<file path="src/rtl/capp_cell_array.sv">
// capp_cell_array
//   Registered content-addressable cell array. WORDS words of WIDTH bits, one
//   tag bit per word. Commands arrive on a valid/ready port; read results leave
//   on a valid/ready response port. Store and tags only change while idle, so
//   responses always reflect the array as it was when the read was accepted.
//
// Ports
//   clk, rst_n            clock, asynchronous active-low reset
//   cmd_valid/cmd_ready   command handshake
//   cmd_op                0 NOP 1 SEARCH 2 SEARCH_AND 3 SEARCH_OR
//                         4 WRITE 5 READ_OR 6 READ_EACH 7 FIRST
//   cmd_key, cmd_mask     compare/write data and bit-participation mask
//   rsp_valid/rsp_ready   response handshake
//   rsp_data, rsp_index   response word and word index (READ_EACH only)
//   rsp_last, rsp_empty   final beat, response produced with no tags set
//   tags, tag_any, tag_count  tag register and its OR / population count
//
// state  | meaning
// IDLE   | accepting commands
// RESP   | single response beat held until taken
// STREAM | READ_EACH beats, one per pending tagged word
module capp_cell_array #(
  parameter int WORDS = 8,
  parameter int WIDTH = 32,
  parameter int IDXW  = $clog2(WORDS > 1 ? WORDS : 2),
  parameter int CNTW  = $clog2(WORDS + 1)
) (
  input  logic             clk,
  input  logic             rst_n,
  input  logic             cmd_valid,
  output logic             cmd_ready,
  input  logic [2:0]       cmd_op,
  input  logic [WIDTH-1:0] cmd_key,
  input  logic [WIDTH-1:0] cmd_mask,
  output logic             rsp_valid,
  input  logic             rsp_ready,
  output logic [WIDTH-1:0] rsp_data,
  output logic [IDXW-1:0]  rsp_index,
  output logic             rsp_last,
  output logic             rsp_empty,
  output logic [WORDS-1:0] tags,
  output logic             tag_any,
  output logic [CNTW-1:0]  tag_count
);

  typedef enum logic [2:0] {
    OP_NOP        = 3'd0,
    OP_SEARCH     = 3'd1,
    OP_SEARCH_AND = 3'd2,
    OP_SEARCH_OR  = 3'd3,
    OP_WRITE      = 3'd4,
    OP_READ_OR    = 3'd5,
    OP_READ_EACH  = 3'd6,
    OP_FIRST      = 3'd7
  } op_e;

  typedef enum logic [1:0] {
    IDLE   = 2'd0,
    RESP   = 2'd1,
    STREAM = 2'd2
  } state_e;

  state_e           state;
  logic [WIDTH-1:0] store [WORDS];
  logic [WORDS-1:0] pending;
  logic [WORDS-1:0] match;
  logic [WORDS-1:0] pend_next;
  logic [WIDTH-1:0] or_data;
  logic             accept;

  // Index of the lowest set bit; 0 when the vector is empty.
  function automatic logic [IDXW-1:0] low_idx(input logic [WORDS-1:0] v);
    logic [IDXW-1:0] r;
    r = '0;
    for (int i = WORDS - 1; i >= 0; i--) begin
      if (v[i]) r = IDXW'(i);
    end
    return r;
  endfunction

  // True when at most one bit is set (caller guarantees at least one).
  function automatic logic one_left(input logic [WORDS-1:0] v);
    return (v & (v - WORDS'(1))) == '0;
  endfunction

  assign cmd_ready = (state == IDLE);
  assign accept    = cmd_valid && cmd_ready;
  assign tag_any   = |tags;
  // Clearing the lowest pending bit yields the set still owed after this beat.
  assign pend_next = pending & (pending - WORDS'(1));

  always_comb begin
    match = '0;
    for (int w = 0; w < WORDS; w++) begin
      match[w] = ((store[w] ^ cmd_key) & cmd_mask) == '0;
    end
  end

  always_comb begin
    or_data = '0;
    for (int w = 0; w < WORDS; w++) begin
      if (tags[w]) or_data = or_data | store[w];
    end
  end

  always_comb begin
    tag_count = '0;
    for (int w = 0; w < WORDS; w++) begin
      tag_count = tag_count + CNTW'(tags[w]);
    end
  end

  always_ff @(posedge clk or negedge rst_n) begin
    if (!rst_n) begin
      state     <= IDLE;
      tags      <= '0;
      pending   <= '0;
      rsp_valid <= 1'b0;
      rsp_data  <= '0;
      rsp_index <= '0;
      rsp_last  <= 1'b0;
      rsp_empty <= 1'b0;
      for (int w = 0; w < WORDS; w++) begin
        store[w] <= '0;
      end
    end else begin
      case (state)
        IDLE: begin
          if (accept) begin
            case (op_e'(cmd_op))
              OP_SEARCH:     tags <= match;
              OP_SEARCH_AND: tags <= tags & match;
              OP_SEARCH_OR:  tags <= tags | match;
              OP_WRITE: begin
                for (int w = 0; w < WORDS; w++) begin
                  if (tags[w]) store[w] <= (store[w] & ~cmd_mask) | (cmd_key & cmd_mask);
                end
              end
              // Two's-complement trick isolates the lowest set bit.
              OP_FIRST:      tags <= tags & (~tags + WORDS'(1));
              OP_READ_OR: begin
                rsp_valid <= 1'b1;
                rsp_data  <= or_data;
                rsp_index <= '0;
                rsp_last  <= 1'b1;
                rsp_empty <= ~tag_any;
                state     <= RESP;
              end
              OP_READ_EACH: begin
                rsp_valid <= 1'b1;
                if (tag_any) begin
                  pending   <= tags;
                  rsp_data  <= store[low_idx(tags)];
                  rsp_index <= low_idx(tags);
                  rsp_last  <= one_left(tags);
                  rsp_empty <= 1'b0;
                  state     <= STREAM;
                end else begin
                  rsp_data  <= '0;
                  rsp_index <= '0;
                  rsp_last  <= 1'b1;
                  rsp_empty <= 1'b1;
                  state     <= RESP;
                end
              end
              default: ;
            endcase
          end
        end
        RESP: begin
          if (rsp_ready) begin
            rsp_valid <= 1'b0;
            state     <= IDLE;
          end
        end
        STREAM: begin
          if (rsp_ready) begin
            if (rsp_last) begin
              rsp_valid <= 1'b0;
              pending   <= '0;
              state     <= IDLE;
            end else begin
              pending   <= pend_next;
              rsp_data  <= store[low_idx(pend_next)];
              rsp_index <= low_idx(pend_next);
              rsp_last  <= one_left(pend_next);
            end
          end
        end
        default: state <= IDLE;
      endcase
    end
  end

endmodule

</file>
<file path="config.mk">
export PLATFORM = sky130hd
export DESIGN_NAME = capp_cell_array
export DESIGN_NICKNAME = d
export VERILOG_FILES = /design/src/rtl/capp_cell_array.sv
export SDC_FILE = /design/constraint.sdc
export NUM_CORES = 1
export LEC_CHECK = 0
export CORE_AREA = 4 4 269 324
export CTS_CLUSTER_DIAMETER = 200
export DETAILED_ROUTE_END_ITERATION = 10
export DIE_AREA = 0 0 273 328
export PLACE_DENSITY = 0.49
export SYNTH_ARGS = -nofsm -noshare
export SYNTH_HDL_FRONTEND = slang
export SYNTH_SLANG_ARGS = --single-unit
</file>
<file path="constraint.sdc">
create_clock -name clk -period 12 [get_ports clk]
set_input_delay 3.6 -clock clk [delete_from_list [all_inputs] [get_ports clk]]
set_output_delay 3.6 -clock clk [all_outputs]
set_load 0.1 [all_outputs]
</file>
* Word-level counts from Yosys, hierarchy flattened *
Cells that the tools add are included.

cells by class
  add/sub/neg operators = 11
  magnitude comparators = 2
  equal/unequal tests = 18
  multiplexer cells = 75
  bitwise operators = 51
  reductions and logical operators = 33

operators by type and width
  kind                                                                count
  32-bit bitwise AND                                                  17
  32-bit two-way mux                                                  16
  32-bit bitwise OR                                                   15
  32-bit logical NOT                                                  8
  32-bit bitwise XOR                                                  8
  32-bit binary-select mux with 3-bit select                          2
  32-bit one-hot mux with 2 select lines                              2
  3-bit two-way mux                                                   25
  8-bit bitwise AND                                                   5
  8-bit two-way mux                                                   5
  4-bit AND reduction                                                 9
  32-bit inverter                                                     1
  8-bit one-hot mux with 4 select lines                               1
  8-bit by 1-bit subtractor with 8-bit output, second input constant  3
  4-bit by 1-bit adder with 4-bit output                              4
  8-bit logical NOT                                                   2
  8-bit one-hot mux with 2 select lines                               1
  5-bit AND reduction                                                 3
  3-bit == test, second input constant                                4
  3-bit one-hot mux with 2 select lines                               2
  1-bit two-way mux                                                   10
  2-bit two-way mux                                                   5
  2-bit != test, second input constant                                5
  8-bit by 1-bit adder with 8-bit output, second input constant       1
  27 further kinds                                                    36

word-level totals
  flip-flop bits (word level) = 312
  input port bits = 71
  logic and storage cells = 206

* Depth between registers and ports, before layout *
Gate-level depths: netlist (run 1).

  depth in word-level cells = 20
  depth in mapped cells = 11
  depth with buffers taken out = 10

* Worst setup path after synthesis (run 1) *
No wires, ideal clock.

  kind = reg2out
  start = register tags[1]
  end = output port tag_count[2]
  data arrival time = 4.592 ns
  required time = 8.400 ns
  path slack = 3.808 ns
  cell stages (with the launch flop) = 9
  cells stage by stage = dfrtp_1 > fa_1 > inv_1 > fa_1 > fa_1 > inv_1 > ha_1 > fa_1 > xor2_1

between the ends
  cells in the longest elaborated chain, start to end = 7

RTL lines
  what                                                 RTL line  source
  from (decl)                                          41        output logic [WORDS-1:0] tags,
  from (signal assigned)                               131       OP_SEARCH: tags <= match;
  from (signal assigned)                               132       OP_SEARCH_AND: tags <= tags & match;
  from (signal assigned)                               133       OP_SEARCH_OR: tags <= tags | match;
  1-bit by 1-bit adder with 2-bit output               109       tag_count = tag_count + CNTW'(tags[w]);
  2-bit by 1-bit adder with 3-bit output               109
  3-bit by 1-bit adder with 4-bit output               109
  4-bit by 1-bit adder with 4-bit output (4 in a row)  109
  to (decl)                                            43        output logic [CNTW-1:0] tag_count

No other way between the ends.

* Worst setup path after layout (run 1) *
  start = register tags[3]
  end = output port tag_count[2]

between the ends
  cells in the longest elaborated chain, start to end = 5

RTL lines
  what                                                 RTL line
  3-bit by 1-bit adder with 4-bit output               109
  4-bit by 1-bit adder with 4-bit output (4 in a row)  109

No other way between the ends.

==> metrics, run 1 <==
status finished, final reports clean; total CTS buffers 39; family with the most delay on the worst path adder cells; CP max stage cell clkdlybuf4s50_1; Vias 23.2k; vias in the first global route 22.7k; internal power 2480 µW; r2r startpoint tags[3]$_DFFE_PN0P_; vias per inst 6.27; Chip Height 328 µm; total I/O pin count 123; Area Growth Syn to Fin 15.4%; Max FO, Critical Path 40; die area 89500 µm²; Seq pwr share 31.2%; Post-synth EDFFs 0; Worst-Margin Slew 1.17 ns; worst path cell trace buf_4 > fa_1 > inv_1 > fa_1 > fa_1 > inv_1 > ha_1 > fa_1 > xor2_1 > clkdlybuf4s50_1; post-place instance area 25600 µm²; gpl congestion 0.993; Final ANT Viol Nets 0; CP peak stage delay 1.14 ns; area of the core 84200 µm²; first-pass GRT wire length 169000 µm; Avg WL per Cell 32.1 µm; worst setup path startpoint tags[3]$_DFFE_PN0P_; critical path arrival 5.10 ns; switching part of the total 45.1%; setup_tns 0 ns; xor-xnor portion of the synthesized cell area 9.72%; Post-CTS Hold Fix Bufs 0; Synth Area in Compound Gates 21.0%; Clock transition at path regs 0.06 ns; Area contributors post-synth dfrtp_1 33%, mux2_2 14%, xor2_1 9.7%; Final Skew 0.0264 ns; Hold Fails Final Rpt 0; WHS 0.514 ns; Synthesized Nets 2679; fraction of synthesized area in multiplexers 16.4%; RR Endpoint rsp_data[9]$_DFFE_PN0P_; ratio of cells with drive above 1 in the final layout 19.1%; area share of the largest cell type after synthesis 33.5%; Async SR Flop Fraction 100%; final setup fails 0; critical path endpoint category output port; CP most frequent cell fa_1; Multi-input gate area 14500 µm²; TritonRoute pass-1 iters 7; setup bufs post-CTS 0; Worst setup SP type flop; critical path type reg -> out; largest family of logic cells by synthesized area compound AO/OA/AOI/OAI gates; Post-Synth Simple-Gate Area 13.3%; Final Non-Filler Cells 3702; PostCTS Resize Cnt 0; switching power 2040 µW; Hold Path Class reg -> reg; Initial Util 27.7%; max-slew violation total from the final report 0; syn avg cell area 8.99 µm²; Comb power frac 40.5%; clk_lat worst skew 0.59 ns; f_max 115 MHz; Hold Crit Depth 1; H-tree depth 2; Cells after DPL 3631; hold_sp rsp_index[1]$_DFFE_PN0P_; Seq. cell area 7820 µm²; Worst Path Buf+Inv 4; total grt overflow 0; Synth cell types 64; max_cap viols 0; fin crit period 8.70 ns; Mapped Cells 2594; Max transition margin 21.9%; Die Wd 273 µm; R2R cell count 12; clock sink count 312; Hold Path Sink rsp_index[1]$_DFFE_PN0P_; Peak VDD IR 153 µV; Synth Area in Adders 1.06%; largest net degree at the start of global routing 85; sequential fraction of the synthesis area 33.5%; worst path required time 8.40 ns; num rows 117; Filler Cell Count 8649; power density over the cells 168 nW/µm²; Main synth FF type dfrtp_1; Post-Syn Area 23300 µm²; period utilisation layout 72.5%; final WL 119000 µm; initial antenna violation count 4; post-synthesis register bit count 312; nets 2627; TritonCTS clock tree built; root buf cell clkbuf_16; Leakage 0.0111 µW; input/output buffers 122; Post-Layout Inst Area 26900 µm²; RSZ-0062 raised after global routing no; flop2flop setup slack 7.30 ns; DP HPWL 74100 µm; synthesis warning total 0; Clock power frac 28.4%; GRT Overall Usage 25.7%; cell taking the most area after synthesis dfrtp_1; # DRC 0; Iter 0 DRT Violations 3268; Clock Tree Buf Depth 3
## cell families after synthesis
group	count (synthesis)
buf+inv	305
simple gates	722
fa+ha+maj	18
mux	314
xor+xnor	259
flops	312
compound gates	664
## cells in the final DEF (no fill, tap or decap), types with 5 or more instances in the layout
master           Yosys  final
nor4_2               0      8
ha_1                10     10
bufinv_16            0      5
dfrtp_2              0      8
clkbuf_8             0      8
nand4_1             76     76
a211oi_1            27     27
inv_1               21     21
nand3_1             51     51
a221oi_1            35     34
nand2_1            458    457
nor2_1              86     84
clkdlybuf4s50_1      0    121
a22oi_1            274    274
buf_4                3     69
dfrtp_1            312    304
clkinv_2             0      6
a22o_1              36     35
a21oi_1             26     25
clkbuf_16            0     39
mux2_2             288    288
xor2_1             258    258
o221ai_1            31     31
o32a_1               5      5
o22ai_1              5      5
o21ai_0             98     98
mux4_2              26     26
a31oi_1              9      8
nor4_1              16      8
a311oi_1            26     26
o211ai_1            64     64
nor3_1               7      5
## area by class of cell
cell class                      count  share of cell area, %
Tap cell                         1130                   5.25
Clock buffer                       51                   4.09
Antenna cell                        2                 0.0186
Inverter                           21                  0.293
Timing Repair Buffer              191                   6.48
Multi-Input combinational cell   1977                   53.9
Clock inverter                     18                  0.883
Sequential cell                   312                   29.0
## per-stage QoR
stage | power (µW) | worst slack (ns) | utilization [%]
4_1_cts | 4520 | 3.31 | 32.0
6_report | 4520 | 3.30 | 32.0
3_3_place_gp | 3200 | 3.87 | 30.4
5_1_grt | 4690 | 3.20 | 32.0
3_5_place_dp | 3230 | 3.92 | 30.4
2_1_floorplan | 2590 | 3.81 | -
## cell usage after synthesis, types with 2 or more instances
master	number
o21ai_0	98
or4_1	2
nor4bb_1	2
nand3_1	51
nand2_1	458
a31oi_1	9
o211ai_1	64
buf_1	25
or3_1	4
nor4_1	16
mux2_2	288
dfrtp_1	312
and2_1	3
mux4_2	26
a22o_1	36
clkbuf_1	242
maj3_1	3
o31ai_1	4
a221oi_1	35
nor2_1	86
a21oi_1	26
nand4_1	76
o2111ai_1	2
o22ai_1	5
or2_2	4
buf_4	3
o221ai_1	31
nor2b_1	4
nor3_1	7
o32a_1	5
buf_2	14
a311oi_1	26
o31a_1	2
o22a_1	2
fa_1	4
nor3_2	2
inv_1	21
xor2_1	258
a22oi_1	274
a211oi_1	27
and3_1	2
ha_1	10
o21a_1	4
## how the worst max path moves through the flow
stage               depth (start not counted)      endpoint
detailed placement                         10  tag_count[2]
finish                                     10  tag_count[2]
CTS                                        10  tag_count[2]
global route                               10  tag_count[2]
floorplan                                   8  tag_count[2]
global placement                           10  tag_count[2]
## worst register-to-register path, stage by stage (launching register included)
cell      delay, ns
dfrtp_2        0.34
buf_4          0.66
inv_1          0.41
a221o_2        0.46
buf_4          0.37
a21oi_4        0.24
buf_4          0.49
buf_4          0.55
mux4_2         0.44
nor2_1         0.10
a311oi_1       0.08
a22oi_1        0.27
o221ai_1       0.17
## power by group through the flow
stage          clock [µW]  sequential, µW  combinational [µW]
4_1_cts              1300            1410                1820
2_1_floorplan           0            1810                 785
3_3_place_gp            0            1420                1790
5_1_grt              1340            1430                1920
3_5_place_dp            0            1420                1810
6_report             1280            1410                1830
## layer usage
layer	global-route usage, %	vias up	part of all wire, %
li1	-	9434	-
met1	33.2	11600	39
met2	39.3	1723	44
met3	5.82	472	10
met4	15.0	4	6.9
met5	0	-	0.018
Note: power is estimated with default switching activity, not from simulation.
==> run 2: changes to the inputs <==
--- a/config.mk
+++ b/config.mk
@@ -9,7 +9,7 @@
 export CTS_CLUSTER_DIAMETER = 200
 export DETAILED_ROUTE_END_ITERATION = 10
 export DIE_AREA = 0 0 273 328
-export PLACE_DENSITY = 0.49
+export PLACE_DENSITY = 0.51
 export SYNTH_ARGS = -nofsm -noshare
 export SYNTH_HDL_FRONTEND = slang
 export SYNTH_SLANG_ARGS = --single-unit
==> constraint.sdc (replaced) <==
create_clock -name clk -period 7.7 [get_ports clk]
set_input_delay 2.31 -clock clk [delete_from_list [all_inputs] [get_ports clk]]
set_output_delay 2.31 -clock clk [all_outputs]
set_load 0.1 [all_outputs]
==> run 2 against run 1 <==
  * Sequential share of layout area increased by 0.13 points
  * Die area stayed put
  * Sequential power grew 56%
  * First-iteration DRC count did not move
  * Clock power grew 50%
  * Design area shrank 0.46%
  * Utilization fell by 0.15 points
  * Critical path type unchanged
  * Largest cell class unchanged
  * Highest routed layer unchanged
==> metrics, run 2 (same netlist as run 1, synthesis figures left out) <==
status finished, final reports clean; total I/O pin count 123 (unchanged); final WL 115000 µm (-2.8%); final setup fails 0 (unchanged); R2R cell count 11 (-1); Area Growth Syn to Fin 14.9%; PostCTS Resize Cnt 0 (unchanged); Clock power frac 27.6% (-0.8 points); Vias 22.9k (-1.2%); GRT Overall Usage 24.9% (-0.81 points); Max transition margin 23.3% (+1.4 points); Clock transition at path regs 0.06 ns (about the same); power density over the cells 260 nW/µm² (+55%); ratio of cells with drive above 1 in the final layout 18.7% (-0.40 points); Critical Path End tag_any; commonest non-fill, non-tap cell in the layout nand2_1; Max FO, Critical Path 40 (unchanged); num rows 117 (unchanged); r2r startpoint tags[3]$_DFFE_PN0P_; Post-Place Worst Slack 1.89 ns (-2.04 ns); H-tree depth 2 (unchanged); critical path type reg -> out; setup_tns 0 ns (unchanged); clock sink count 312 (unchanged); Crit path depth 5 (-5); f_max 168 MHz; worst setup path startpoint tags[1]$_DFFE_PN0P_; clk_lat worst skew 0.57 ns (-0.02 ns); WHS 0.505 ns (-0.00896 ns); vias in the first global route 22.2k (-1.9%); worst path required time 5.39 ns (-3.01 ns); CP max stage cell clkdlybuf4s50_1; Filler Cell Count 8674 (+0.29%); most frequent cells in the layout 457 x nand2_1, 304 x dfrtp_1, 288 x mux2_2; nets 2612 (-0.57%); Seq pwr share 31.7% (+0.5 points); critical path endpoint category output port; vias per inst 6.21 (-0.83%); post-route setup slack 1.73 ns (-1.57 ns); Hold Fails Final Rpt 0 (unchanged); RR Endpoint rsp_data[5]$_DFFE_PN0P_; flop2flop setup slack 3.20 ns (-4.10 ns); largest net degree at the start of global routing 97 (+14%); die area 89500 µm² (unchanged); RSZ-0062 raised after global routing no; first-pass GRT wire length 165000 µm (-2.4%); TritonCTS clock tree built; gpl congestion 0.987 (-0.58%); Chip Height 328 µm (unchanged); Clock Tree Buf Depth 3 (unchanged); switching power 3130 µW (+53%); Post-CTS Hold Fix Bufs 0 (unchanged); Worst setup SP type flop; max-slew violation total from the final report 0 (unchanged); root buf cell clkbuf_16; fin crit period 5.97 ns; area of the core 84200 µm² (unchanged); family with the most delay on the worst path buffers and inverters; total CTS buffers 38 (-2.6%); Comb power frac 40.8% (+0.3 points); initial antenna violation count 5 (+1); TritonRoute pass-1 iters 6 (-1); final core occ 31.8% (-0.15 points); Hold Path Class reg -> reg; input/output buffers 122 (unchanged); Final ANT Viol Nets 0 (unchanged); worst path cell trace buf_4 > inv_1 > ha_1 > nand4_1 > clkdlybuf4s50_1; Iter 0 DRT Violations 3268 (unchanged); setup bufs post-CTS 0 (unchanged); switching part of the total 44.9% (-0.13 points); Avg WL per Cell 31.3 µm (-2.4%); Worst-Margin Slew 1.15 ns (-0.0213 ns); critical path arrival 3.66 ns (-1.44 ns); Die Wd 273 µm (unchanged); CP peak stage delay 1.20 ns (+0.06 ns); Worst Path Buf+Inv 3 (-1); period utilisation layout 77.5%; # DRC 0 (unchanged); internal power 3830 µW (+54%); total grt overflow 0 (unchanged); Initial Util 27.7% (unchanged); max_cap viols 0 (unchanged); Peak VDD IR 200 µV (+31%); Final Skew 0.0186 ns (-0.00782 ns); DP HPWL 73900 µm (-0.17%); Leakage 0.0110 µW (-0.50%)
[run 2: changes by cell type in the layout (fill, tap and decap cells not counted), sizes merged]
cell	previous run	this run
bufinv	5	3
clkinv	7	10
clkdlybuf4s50	121	117
inv	24	22
clkbuf	51	54
clkinvlp	3	0
buf	70	60
[run 2: metal layers]
| layer | vias up | share of wire [%] | GRT usage, % |
|---|---|---|---|
| met5 | - | 0.020 | 0.219 |
| met3 | 447 | 11 | 6.44 |
| li1 | 9420 | - | - |
| met2 | 1769 | 43 | 37.8 |
| met1 | 11300 | 39 | 32.2 |
| met4 | 4 | 6.5 | 13.6 |
[run 2: power by group through the flow]
stage | sequential [µW] | clock (µW) | combinational [µW]
2_1_floorplan | 2820 | 0 | 1220
4_1_cts | 2200 | 1950 | 2800
3_3_place_gp | 2220 | 0 | 2760
3_5_place_dp | 2220 | 0 | 2800
6_report | 2200 | 1920 | 2840
5_1_grt | 2230 | 2020 | 2960
[run 2: final cells by class]
cell class              count  area, µm²  area share [%]
clock inverters            14        160           0.598
flip-flops and latches    312       7820            29.2
repair buffers            177       1650            6.17
well taps                1130       1410            5.28
diodes                      2       5.00          0.0187
clock buffers              54       1140            4.27
multi-input cells        1977      14500            54.2
inverters                  21       78.8           0.294
[run 2: metrics by stage]
step	total power (µW)	std cells	area [µm²]
CTS	6950	3685	26800
global route	7210	3685	26800
global placement	4980	3617	25500
finish	6960	3687	26800
floorplan	4040	2594	23300
detailed placement	5020	3617	25500
[run 2: how the worst min path moves through the flow]
stage / start / end / slack, ns / depth (start not counted)
6_report: rsp_index[1]$_DFFE_PN0P_ / rsp_index[1]$_DFFE_PN0P_ / 0.51 / 1
5_1_grt: rsp_index[1]$_DFFE_PN0P_ / rsp_index[1]$_DFFE_PN0P_ / 0.53 / 1
4_1_cts: rsp_index[1]$_DFFE_PN0P_ / rsp_index[1]$_DFFE_PN0P_ / 0.51 / 1
3_5_place_dp: rsp_index[1]$_DFFE_PN0P_ / rsp_index[1]$_DFFE_PN0P_ / 0.50 / 1
3_3_place_gp: rsp_index[1]$_DFFE_PN0P_ / rsp_index[1]$_DFFE_PN0P_ / 0.49 / 1
2_1_floorplan: state[1]$_DFFE_PN0P_ / state[1]$_DFFE_PN0P_ / 0.50 / 2
